`src/rtl/instruction_loader.sv`:
```
// instruction_loader: packs a UART byte stream MSB-first into 32-bit
// instruction words and writes them to consecutive instruction-memory
// addresses until the HALT word is written.
//
// Optional build macro: LOADER_OPCODE_CHECK_EN
//   defined     -> CHECK rejects words whose opcode the decoder does not support
//   not defined -> every received word is written
//
// state | meaning
// ------+------------------------------------------------------------
// IDLE  | after reset, waiting for i_start; bytes ignored
// RECV  | shifting bytes into the word register
// CHECK | one cycle, word complete, deciding whether to write it
// WRITE | one cycle, write strobe high, address/count advance
// DONE  | HALT word written; waits for i_start
// ERROR | bad opcode or memory full; waits for i_start

module instruction_loader #(
    parameter int               NB_DATA   = 32,
    parameter int               NB_BYTE   = 8,
    parameter int               NB_ADDR   = 10,
    parameter int               NB_OPCODE = 6,
    parameter logic [NB_DATA-1:0] HALT_WORD = 32'hFFFFFFFF
) (
    input  logic               i_clock,
    input  logic               i_reset,
    input  logic               i_start,
    input  logic [NB_BYTE-1:0] i_rx_data,
    input  logic               i_rx_valid,
    output logic               o_imem_wr_en,
    output logic [NB_ADDR-1:0] o_imem_addr,
    output logic [NB_DATA-1:0] o_imem_data,
    output logic               o_busy,
    output logic               o_done,
    output logic               o_error,
    output logic [NB_ADDR:0]   o_word_count
);

    localparam int                NB_IDX   = $clog2(NB_DATA / NB_BYTE);
    localparam logic [NB_IDX-1:0] IDX_LAST = NB_IDX'(NB_DATA / NB_BYTE - 1);
    localparam logic [NB_IDX-1:0] IDX_ONE  = NB_IDX'(1);
    localparam logic [NB_ADDR-1:0] ADDR_ONE = NB_ADDR'(1);
    localparam logic [NB_ADDR-1:0] ADDR_MAX = '1;
    localparam logic [NB_ADDR:0]   CNT_ONE  = (NB_ADDR + 1)'(1);

    typedef enum logic [2:0] {
        IDLE  = 3'd0,
        RECV  = 3'd1,
        CHECK = 3'd2,
        WRITE = 3'd3,
        DONE  = 3'd4,
        ERROR = 3'd5
    } state_t;

    state_t             state_q, state_n;
    logic [NB_DATA-1:0] word_q, word_n;
    logic [NB_IDX-1:0]  idx_q, idx_n;
    logic [NB_ADDR-1:0] addr_q, addr_n;
    logic [NB_ADDR:0]   count_q, count_n;
    logic               done_q, done_n;
    logic               error_q, error_n;
    logic               busy_q, busy_n;
    logic               wr_en_q, wr_en_n;
    logic [NB_ADDR-1:0] imem_addr_q, imem_addr_n;
    logic [NB_DATA-1:0] imem_data_q, imem_data_n;
    logic               word_ok;

`ifdef LOADER_OPCODE_CHECK_EN
    // Opcodes understood by the pipeline control decoder.
    function automatic logic opcode_supported(input logic [NB_OPCODE-1:0] op);
        case (op)
            6'h00, 6'h04, 6'h05, 6'h08, 6'h0a, 6'h0c, 6'h0d, 6'h0e, 6'h0f,
            6'h20, 6'h21, 6'h22, 6'h23, 6'h24, 6'h25,
            6'h28, 6'h29, 6'h2b: opcode_supported = 1'b1;
            default:             opcode_supported = 1'b0;
        endcase
    endfunction

    // HALT always passes even though its opcode field is not a real opcode.
    always_comb begin
        word_ok = (word_q == HALT_WORD) ||
                  opcode_supported(word_q[NB_DATA-1 -: NB_OPCODE]);
    end
`else
    // Without the opcode filter every complete word is written.
    always_comb begin
        word_ok = 1'b1;
    end
`endif

    // Next-state, datapath and registered-output values.
    always_comb begin
        state_n     = state_q;
        word_n      = word_q;
        idx_n       = idx_q;
        addr_n      = addr_q;
        count_n     = count_q;
        done_n      = done_q;
        error_n     = error_q;
        wr_en_n     = 1'b0;
        imem_addr_n = imem_addr_q;
        imem_data_n = imem_data_q;

        if (i_start) begin
            // Start wins in every state, including mid-load. A start landing
            // in WRITE cannot retract the strobe registered at the end of
            // CHECK, but the count restarts from zero.
            state_n = RECV;
            word_n  = '0;
            idx_n   = '0;
            addr_n  = '0;
            count_n = '0;
            done_n  = 1'b0;
            error_n = 1'b0;
        end else begin
            case (state_q)
                RECV: begin
                    if (i_rx_valid) begin
                        word_n = {word_q[NB_DATA-NB_BYTE-1:0], i_rx_data};
                        if (idx_q == IDX_LAST) begin
                            idx_n   = '0;
                            state_n = CHECK;
                        end else begin
                            idx_n = idx_q + IDX_ONE;
                        end
                    end
                end
                CHECK: begin
                    if (word_ok) begin
                        state_n     = WRITE;
                        wr_en_n     = 1'b1;
                        imem_addr_n = addr_q;
                        imem_data_n = word_q;
                    end else begin
                        state_n = ERROR;
                        error_n = 1'b1;
                    end
                end
                WRITE: begin
                    count_n = count_q + CNT_ONE;
                    if (word_q == HALT_WORD) begin
                        state_n = DONE;
                        done_n  = 1'b1;
                    end else if (addr_q == ADDR_MAX) begin
                        // Memory full without a HALT: never wrap.
                        state_n = ERROR;
                        error_n = 1'b1;
                    end else begin
                        addr_n  = addr_q + ADDR_ONE;
                        idx_n   = '0;
                        state_n = RECV;
                    end
                end
                default: begin
                    // IDLE, DONE, ERROR: bytes are ignored until i_start.
                end
            endcase
        end

        busy_n = (state_n == RECV) || (state_n == CHECK) || (state_n == WRITE);
    end

    // State and registered outputs; reset clears everything.
    always_ff @(posedge i_clock or negedge i_reset) begin
        if (!i_reset) begin
            state_q     <= IDLE;
            word_q      <= '0;
            idx_q       <= '0;
            addr_q      <= '0;
            count_q     <= '0;
            done_q      <= 1'b0;
            error_q     <= 1'b0;
            busy_q      <= 1'b0;
            wr_en_q     <= 1'b0;
            imem_addr_q <= '0;
            imem_data_q <= '0;
        end else begin
            state_q     <= state_n;
            word_q      <= word_n;
            idx_q       <= idx_n;
            addr_q      <= addr_n;
            count_q     <= count_n;
            done_q      <= done_n;
            error_q     <= error_n;
            busy_q      <= busy_n;
            wr_en_q     <= wr_en_n;
            imem_addr_q <= imem_addr_n;
            imem_data_q <= imem_data_n;
        end
    end

    assign o_imem_wr_en = wr_en_q;
    assign o_imem_addr  = imem_addr_q;
    assign o_imem_data  = imem_data_q;
    assign o_busy       = busy_q;
    assign o_done       = done_q;
    assign o_error      = error_q;
    assign o_word_count = count_q;

endmodule

```
`config.mk`:
```
export PLATFORM = sky130hd
export DESIGN_NAME = instruction_loader
export DESIGN_NICKNAME = d
export VERILOG_FILES = /design/src/rtl/instruction_loader.sv
export SDC_FILE = /design/constraint.sdc
export NUM_CORES = 1
export LEC_CHECK = 0
export CORE_MARGIN = 4
export CORE_UTILIZATION = 51
export DETAILED_ROUTE_END_ITERATION = 7
export PLACE_DENSITY = 0.81
export SYNTH_ARGS = -nofsm -noshare
export SYNTH_HDL_FRONTEND = slang
export SYNTH_SLANG_ARGS = --single-unit
```
`constraint.sdc`:
```
create_clock -name i_clock -period 2.1 [get_ports i_clock]
set_input_delay 0.42 -clock i_clock [delete_from_list [all_inputs] [get_ports i_clock]]
set_output_delay 0.42 -clock i_clock [all_outputs]
set_load 0.005 [all_outputs]
```
==> results of run 1 <==
-- registers in the layout (all words and copies together) (netlist names) --
| register | flops |
|---|---|
| o_done | 1 |
| idx_q | 2 |
| o_error | 1 |
| o_imem_wr_en | 1 |
| o_word_count | 11 |
| o_imem_data | 32 |
| o_imem_addr | 10 |
| state_q | 3 |
| addr_q | 10 |
| word_q | 32 |
| o_busy | 1 |
-- worst max-delay path, stage by stage, from the launching register on --
cell      delay [ns]
dfrtp_1         0.44
ha_1            0.24
nand4_1         0.11
nor2_1          0.40
buf_4           0.23
o211ai_1        0.09
a21o_1          0.20
-- cells in the mapped netlist, drive strengths merged (3+ instances only) --
cell type	count	area share, %
a21oi	45	5.0
and2	3	0.47
buf	14	2.6
clkbuf	9	0.75
dfrtp	104	58
ha	3	0.84
mux2	43	11
nand2	77	6.5
nand3	8	1.0
nand3b	4	0.95
nand4	11	1.5
nor2	16	1.3
nor2b	3	0.42
nor3	3	0.33
nor4	3	0.70
o21ai	4	0.45
o31ai	7	1.2
or4	8	1.3
xor2	7	1.4
-- repair_timing --
| item | CTS | global route |
|---|---|---|
| endpoints found under the hold margin | 24 | 0 |
| buffers inserted | 0 | 0 |
| hold buffers | 1 | 0 |
-- kinds of logic (layout without fill, tap and decap cells) --
kind of cell | count (synthesis) | count (layout)
AND/OR/NAND/NOR | 149 | 149
flip-flops | 104 | 104
AO/OA/AOI/OAI | 62 | 62
multiplexers | 44 | 44
buffers and inverters | 25 | 96
XOR/XNOR | 9 | 9
adder cells (fa/ha/maj) | 3 | 3
-- cell type report --
class                   instances  area share (%)
well taps                     105            2.41
flip-flops and latches        104            47.8
multi-input cells             267            31.7
clock inverters                 4           0.941
clock buffers                  12            2.85
inverters                       2           0.138
repair buffers                 78            14.2
-- metrics by stage --
step | worst slack [ns] | utilization (%) | cells | total power [mW] | hold WS [ns]
2_1_floorplan | 0.442 | - | 396 | 2.15 | 0.124
3_3_place_gp | 0.359 | 62.4 | 555 | 2.25 | 0.351
3_5_place_dp | 0.276 | 62.4 | 555 | 2.26 | 0.354
4_1_cts | 0.289 | 65.0 | 572 | 3.52 | 0.501
5_1_grt | 0.167 | 65.0 | 572 | 3.63 | 0.521
6_report | 0.289 | 65.0 | 572 | 3.49 | 0.501
-- power by group --
group / total (mW) / internal, mW / switching (mW)
Combinational: 0.167 / 0.0586 / 0.108
Clock: 1.28 / 0.620 / 0.659
Sequential: 2.05 / 2.02 / 0.0249
-- path summary, 6_finish.rpt --
check,from,endpoint,slack (ns)
min in group i_clock,o_imem_addr[7],o_imem_addr[7],0.50
max,addr_q[0],o_busy,0.29
min,i_reset,o_imem_data[23],0.50
min reg2reg,o_imem_addr[7],o_imem_addr[7],0.50
max in group asynchronous,i_reset,word_q[13],0.97
max reg2reg,addr_q[0],o_busy,0.29
-- cell usage in the layout (no fill, tap or decap), drive strengths merged, types with 3 or more instances in the layout --
cell           instances
a21oi                 45
and2                   3
buf                   11
clkbuf                12
clkdlybuf4s50         66
dfrtp                104
ha                     3
inv                    3
mux2                  43
nand2                 77
nand3                  8
nand3b                 4
nand4                 11
nor2                  16
nor2b                  3
nor3                   3
nor4                   3
o21ai                  4
o31ai                  7
or4                    8
xor2                   7
-- layer usage --
metal | wire length [um] | track usage (%) | up-vias
met3 | 487 | 3.10 | 22
li1 | - | - | 1507
met1 | 4420 | 28.5 | 1593
met2 | 4360 | 28.3 | 99
met5 | 0 | 0 | -
met4 | 281 | 9.00 | 0
==> metrics.md, run 1 <==
| Metric | Value |
|---|---|
| Multi-input gate area | `1730 sq um` |
| Site Rows | `33` |
| Cell Pwr Density | `641 nW/um^2` |
| Worst slew pin tran | `0.482 ns` |
| Crit path time final | `1.81 ns` |
| CTS Buf Count | `9` |
| Post-DRT Antenna Nets | `0` |
| Drt via density | `5.63` |
| Synth Instances | `396` |
| Area of all sequential standard cells | `2600 sq um` |
| Netlist cell types | `47` |
| # resized after CTS | `0` |
| Initial core utilization | `53.5%` |
| Clock sinks | `104` |
| Seq/Total Area, Yosys | `58.0%` |
| Post-synthesis xor/xnor area fraction | `1.76%` |
| Largest family of logic cells by synthesized area | `simple AND/OR/NAND/NOR gates` |
| Slew Viols, Final | `0` |
| Die height | `102 um` |
| GP Congestion | `0.880` |
| Yosys warnings | `0` |
| Ys async rst share | `100%` |
| H-tree depth | `3` |
| Post-synth EDFFs | `0` |
| Clk_lat worst skew | `0.36 ns` |
| Startpoint type of the worst setup path | `flip-flop` |
| WL per Instance | `16.7 um` |
| Largest net degree at the start of global routing | `58` |
| Ports | `69` |
| RSZ-0062 raised after global routing | `false` |
| R2R depth | `6` |
| Root buffer cell | `clkbuf_8` |
| Drt total wl | `9.55 mm` |
| Critical path class | `reg2reg` |
| Worst vdd ir | `0.322 mV` |
| DRT iter0 DRCs | `225` |
| Data arrival time of the worst path | `2.07 ns` |
| Initial antenna violation count | `0` |
| Top FF cell, synth | `dfrtp_1` |
| Total grt overflow | `0` |
| Crit-path max FO | `8` |
| Compound-gate portion of the synthesized area | `7.72%` |
| Clock buffer depth | `2` |
| Core ar. | `8380 sq um` |
| Share of layout cells above drive strength 1 | `16.3%` |
| TNS Setup | `0 ns` |
| Reg clk slew, reported paths | `0.10 ns` |
| Die area | `10,400 sq um` |
| Max-capacitance violation count | `0` |
| Slew HR | `67.6%` |
| Drt first pass iters | `4` |
| Area growth, synth to finish | `21.5%` |
| Crit. End Element | `flip-flop` |
| Post-Synth Adder-Cell Area | `0.837%` |
| Hold Crit Class | `in2async` |
| Vias in the first global route | `3,094` |
| Setup skew after layout | `0.0118 ns` |
| First-pass GRT wire length | `15.8 mm` |
| Avg Cell Area, Syn | `11.3 sq um` |
| CP required | `2.36 ns` |
| Leakage | `2.35 nW` |
| TritonCTS clock tree | `done` |
| Synth Area in Simple Gates | `17.2%` |
| N_diodes | `0` |
| Post-synthesis mux area share | `11.0%` |
| Routed via count | `3,221` |
| Outcome | `finished clean` |
| Post-Syn Nets | `411` |
| Hpwl dp | `6.36 mm` |
| Flops & latches, synth | `104` |
| Final Cycle Share | `86.2%` |
| Setup violators final | `0` |
| Final instance area | `5450 sq um` |
| PortBufs | `68` |
| Fin. Hold Viols | `0` |
| NumNets Final | `477` |
| Fillers | `651` |
| Area after DPL | `5230 sq um` |
| Die X | `102 um` |
| Post-Syn Area | `4490 sq um` |
| GRT Total Usage | `19.4%` |
| Residual DRC | `0` |
| F_max | `0.552 GHz` |
Power figures use the tool's default switching activity.
==> run 2, diff against run 1 <==
RECOVER_POWER = 25   (was not set)
SETUP_SLACK_MARGIN = 0.15   (was not set)
==> metrics.md, run 2 (same netlist as run 1, synthesis figures left out) <==
| Metric | Value |
|---|---|
| Clock sinks | `104 (unchanged)` |
| Cell Pwr Density | `641 nW/um^2 (about the same)` |
| Residual DRC | `0 (unchanged)` |
| Setup crit end | `o_busy` |
| Slew HR | `54.6% (-13 points)` |
| DRT iter0 DRCs | `225 (unchanged)` |
| Crit. End Element | `flip-flop` |
| TritonCTS clock tree | `done` |
| Setup skew after layout | `0.0118 ns (-0.0000284 ns)` |
| GRT Total Usage | `19.4% (unchanged)` |
| Routed via count | `3,221 (unchanged)` |
| Commonest cells after routing, fill and taps aside | `104 x dfrtp_1, 76 x nand2_1, 66 x clkdlybuf4s50_1, 45 x a21oi_1, 40 x mux2_2` |
| RSZ-0062 raised after global routing | `false` |
| Initial antenna violation count | `0 (unchanged)` |
| TNS Setup | `0 ns (unchanged)` |
| Vias in the first global route | `3,094 (unchanged)` |
| Final Cycle Share | `86.2% (about the same)` |
| Reg clk slew, reported paths | `0.09 ns (about the same)` |
| CTS Buf Count | `9 (unchanged)` |
| Leakage | `2.35 nW (about the same)` |
| Fin. Hold Viols | `0 (unchanged)` |
| Clk_lat worst skew | `0.36 ns (about the same)` |
| Total grt overflow | `0 (unchanged)` |
| RR Endpoint | `o_busy` |
| Outcome | `finished clean` |
| Ports | `69 (unchanged)` |
| Root buffer cell | `clkbuf_8` |
| Hold Crit Class | `reg2reg` |
| Clock buffer depth | `2 (unchanged)` |
| Setup violators final | `0 (unchanged)` |
| Drt via density | `5.63 (unchanged)` |
| Critical path class | `reg2reg` |
| Crit path buf inv count | `1 (unchanged)` |
| Slew Viols, Final | `0 (unchanged)` |
| Area growth, synth to finish | `21.4% (about the same)` |
| Startpoint type of the worst setup path | `flip-flop` |
| GP Congestion | `0.880 (unchanged)` |
| Crit-path max FO | `8 (unchanged)` |
| Most common cell after layout, fill and taps aside | `dfrtp_1` |
| Site Rows | `33 (unchanged)` |
| Post-CTS setup buffer count | `0 (unchanged)` |
| Post-DRT Antenna Nets | `0 (unchanged)` |
| Drt first pass iters | `4 (unchanged)` |
| Worst slew pin tran | `0.681 ns (+0.199 ns)` |
| CP required | `2.36 ns (about the same)` |
| NumNets Final | `477 (unchanged)` |
| Max-capacitance violation count | `0 (unchanged)` |
| Crit-path max cell delay | `0.44 ns (about the same)` |
| WL per Instance | `16.7 um (about the same)` |
| Die X | `102 um (unchanged)` |
| CP startpoint | `addr_q[0]` |
| Core ar. | `8380 sq um (unchanged)` |
| Pwr Total | `3.49 mW (about the same)` |
| Crit path time final | `1.81 ns (+0.0000430 ns)` |
| Initial core utilization | `53.5% (unchanged)` |
| N_diodes | `0 (unchanged)` |
| F_max | `0.552 GHz (about the same)` |
| Worst vdd ir | `0.322 mV (about the same)` |
| Cell family with most CP delay | `simple AND/OR/NAND/NOR gates` |
| Critical-path top delay cell | `dfrtp_1` |
| Drt total wl | `9.55 mm (about the same)` |
| R2R Path Start | `addr_q[0]` |
| Largest net degree at the start of global routing | `58 (unchanged)` |
| Die area | `10,400 sq um (unchanged)` |
| R2R depth | `6 (unchanged)` |
| Crit. path cell count | `6 (unchanged)` |
| Reg2Reg Setup Slack | `0.29 ns (about the same)` |
| H-tree depth | `3 (unchanged)` |
| Die height | `102 um (unchanged)` |
| First-pass GRT wire length | `15.8 mm (unchanged)` |
| Data arrival time of the worst path | `2.07 ns (about the same)` |
| Share of layout cells above drive strength 1 | `16.3% (unchanged)` |
| PortBufs | `68 (unchanged)` |
| Hpwl dp | `6.36 mm (unchanged)` |
| Crit path cell chain | `ha_1 > nand4_1 > nor2_1 > buf_4 > o211ai_1 > a21o_1` |
[run 2: cell count changes in the layout (fill, tap and decap cells not counted), sizes merged]
| cell | delta |
|---|---|
| buf | -1 |
| clkbuf | +1 |
[run 2: worst min path at each step]
stage                     from               to  slack, ns  cells past startpoint
4_1_cts                i_start        addr_q[3]       0.50                      3
3_3_place_gp           i_reset   o_imem_addr[6]       0.35                      1
2_1_floorplan          i_reset        addr_q[0]       0.12                      0
3_5_place_dp           i_reset        addr_q[6]       0.35                      1
6_report        o_imem_addr[7]   o_imem_addr[7]       0.50                      1
5_1_grt        o_imem_data[14]  o_imem_data[14]       0.53                      1
[run 2: report_power, final]
part           internal [mW]  switching (mW)  total (mW)
clock                  0.620           0.659        1.28
combinational         0.0580           0.108       0.166
sequential              2.02          0.0249        2.05
total                   2.70           0.792        3.49
[run 2: per-layer routing]
layer | up-vias | GRT usage, % | routed length (um)
met2 | 99 | 28.3 | 4360
met4 | 0 | 9.00 | 281
met1 | 1593 | 28.5 | 4420
met5 | - | 0 | 0
met3 | 22 | 3.10 | 487
li1 | 1507 | - | -
[run 2: layout make-up]
cell class	instances	area [sq um]
Multi-Input combinational cell	267	1730
Sequential cell	104	2600
Inverter	2	7.51
Tap cell	105	131
Fill cell	652	2930
Clock inverter	4	51.3
Timing Repair Buffer	78	773
Clock buffer	12	155
[run 2: stage by stage]
step	std cells	hold WS [ns]	worst slack [ns]	cell area [sq um]	utilization, %
finish	572	0.504	0.289	5450	65.0
CTS	572	0.501	0.289	5450	65.0
global route	572	0.526	0.167	5450	65.0
global placement	555	0.351	0.359	5230	62.4
floorplan	396	0.124	0.442	4490	-
detailed placement	555	0.354	0.276	5230	62.4
[run 2: repair_timing]
item	in CTS	in global routing
hold buffers	1	0
resized for setup	0	0
endpoints found under the setup margin	0	0
hold endpoints to repair	24	0
[run 2: worst reg2reg max path, stage by stage, from the launching register on]
cell and delay (ns):
dfrtp_1 0.44, ha_1 0.24, nand4_1 0.11, nor2_1 0.40
buf_4 0.23, o211ai_1 0.09, a21o_1 0.20
==> run 3, diff against run 2 <==
==> constraint.sdc (replaced) <==
create_clock -name i_clock -period 2.1 [get_ports i_clock]
set_input_delay 0.525 -clock i_clock [delete_from_list [all_inputs] [get_ports i_clock]]
set_output_delay 0.525 -clock i_clock [all_outputs]
set_load 0.005 [all_outputs]
==> metrics.md, run 3 (same netlist as run 1, synthesis figures left out) <==
| Metric | Value |
|---|---|
| Post-DRT Antenna Nets | `0 (unchanged)` |
| Residual DRC | `0 (unchanged)` |
| R2R Path Start | `word_q[16]` |
| Initial core utilization | `53.5% (unchanged)` |
| TritonCTS clock tree | `done` |
| Root buffer cell | `clkbuf_8` |
| Critical path class | `reg2out` |
| Routed via count | `3,224 (+0.093%)` |
| Switch share | `24.7% (+2.1 points)` |
| Clock sinks | `104 (unchanged)` |
| Vias in the first global route | `3,224 (+4.2%)` |
| CP required | `1.57 ns (-0.79 ns)` |
| Setup violators final | `0 (unchanged)` |
| Area growth, synth to finish | `20.4%` |
| CP startpoint | `o_word_count[5]` |
| Final Cycle Share | `88.7% (+2.5 points)` |
| Final core utilization | `64.5% (-0.52 points)` |
| TNS Setup | `0 ns (unchanged)` |
| Hold Crit Class | `in2async` |
| Crit. End Element | `primary output` |
| Hpwl dp | `6.33 mm (-0.50%)` |
| Worst vdd ir | `0.280 mV (-13%)` |
| Clock Power Share | `34.2% (-2.4 points)` |
| Max-capacitance violation count | `0 (unchanged)` |
| Drt via density | `5.64 (about the same)` |
| Final hold slack | `0.238 ns (-0.265 ns)` |
| Post-CTS setup buffer count | `0 (unchanged)` |
| CTS Buf Count | `9 (unchanged)` |
| Startpoint type of the worst setup path | `flip-flop` |
| Reg clk slew, reported paths | `0.09 ns (about the same)` |
| Site Rows | `33 (unchanged)` |
| First-pass GRT wire length | `15.6 mm (-0.79%)` |
| Post-CTS Hold Buffers | `0 (-1)` |
| Sequential power share | `61.1% (+2.4 points)` |
| Clk_lat worst skew | `0.37 ns (about the same)` |
| Total grt overflow | `0 (unchanged)` |
| Leakage | `2.33 nW (-0.69%)` |
| Cell Pwr Density | `621 nW/um^2 (-3.1%)` |
| H-tree depth | `3 (unchanged)` |
| Drt first pass iters | `4 (unchanged)` |
| Die height | `102 um (unchanged)` |
| Slew Viols, Final | `0 (unchanged)` |
| Data arrival time of the worst path | `1.34 ns (-0.73 ns)` |
| Die X | `102 um (unchanged)` |
| PortBufs | `68 (unchanged)` |
| Internal power | `2.53 mW (-6.5%)` |
| Share of layout cells above drive strength 1 | `16.5% (+0.21 points)` |
| GP Congestion | `0.811 (-7.7%)` |
| Largest net degree at the start of global routing | `46 (-21%)` |
| Crit-path max FO | `6 (-2)` |
| Setup skew after layout | `0.0111 ns (-0.000671 ns)` |
| Crit path buf inv count | `1 (unchanged)` |
| Ports | `69 (unchanged)` |
| N_diodes | `0 (unchanged)` |
| Outcome | `finished clean` |
| DRT iter0 DRCs | `137 (-39%)` |
| Fin. Hold Viols | `0 (unchanged)` |
| RSZ-0062 raised after global routing | `false` |
| Drt total wl | `9.00 mm (-5.7%)` |
| Clock buffer depth | `2 (unchanged)` |
| Final instance area | `5400 sq um (-0.80%)` |
| Cell family with most CP delay | `buffers and inverters` |
| Core ar. | `8380 sq um (unchanged)` |
| Commonest cells after routing, fill and taps aside | `104 x dfrtp_1, 76 x nand2_1, 66 x clkdlybuf4s50_1, 45 x a21oi_1, 40 x mux2_2` |
| Crit path time final | `1.86 ns (+0.0521 ns)` |
| NumNets Final | `477 (unchanged)` |
| # resized after CTS | `0 (unchanged)` |
| NetSw | `0.830 mW (+4.8%)` |
| GRT Total Usage | `19.2% (-0.15 points)` |
| Initial antenna violation count | `0 (unchanged)` |
| Worst slew pin tran | `0.954 ns (+0.273 ns)` |
| Non-Filler Instances | `572 (unchanged)` |
| Area after DPL | `5240 sq um (+0.14%)` |
| Slew HR | `36.4% (-18 points)` |
| F_max | `0.537 GHz (-2.8%)` |
| Crit-path max cell delay | `0.53 ns (+0.09 ns)` |
| Die area | `10,400 sq um (unchanged)` |
| Critical-path top delay cell | `clkdlybuf4s50_1` |
| Crit path cell chain | `clkdlybuf4s50_1` |
| Comb pwr share | `4.7% (about the same)` |
| WL per Instance | `15.7 um (-5.7%)` |
| Placed insts | `556 (+0.18%)` |
| Most common cell after layout, fill and taps aside | `dfrtp_1` |
## run 3: cell count changes in the layout (fill, tap and decap cells not counted), sizes merged
cell,previous run,this run
inv,3,4
clkinv,1,4
dlygate4sd3,1,0
clkbuf,13,12
bufinv,1,0
clkinvlp,1,0
## run 3: layer usage
layer  up-vias  global-route usage [%]  share of wire (%)
met5         -                       0                  0
met4         0                    6.85                1.5
met3        10                    4.48                6.1
met2       110                    28.8                 47
met1      1584                    27.7                 45
li1       1520                       -                  -
## run 3: power groups by stage
stage	Clock (mW)	Sequential, mW	Combinational (mW)
final	1.15	2.05	0.158
after global routing	1.25	2.06	0.183
after CTS	1.18	2.05	0.167
after detailed placement	0	2.09	0.166
after global placement	0	2.09	0.161
after floorplan	0	2.08	0.0728
## run 3: through the flow
step                      setup WS, ns  total power, mW
after floorplan                  0.442             2.15
after global placement           0.283             2.25
after detailed placement         0.215             2.26
after CTS                        0.213             3.39
after global routing            0.0961             3.49
final                            0.237             3.36
## run 3: final timing paths
check                             endpoint  slack, ns  depth (start not counted)
max                        o_word_count[5]       0.24                          1
min                         o_imem_addr[7]       0.24                          1
max reg2reg                      addr_q[4]       0.26                          5
min reg2reg                 o_imem_addr[8]       0.51                          1
max in group asynchronous       word_q[24]       0.43                          2
min in group i_clock        o_imem_addr[8]       0.51                          1
## run 3: final cells by class
| class | instances | area [sq um] |
|---|---|---|
| inverters | 2 | 7.51 |
| fillers | 663 | 2980 |
| flip-flops and latches | 104 | 2600 |
| clock inverters | 6 | 52.6 |
| clock buffers | 10 | 128 |
| repair buffers | 78 | 756 |
| multi-input cells | 267 | 1730 |
| well taps | 105 | 131 |
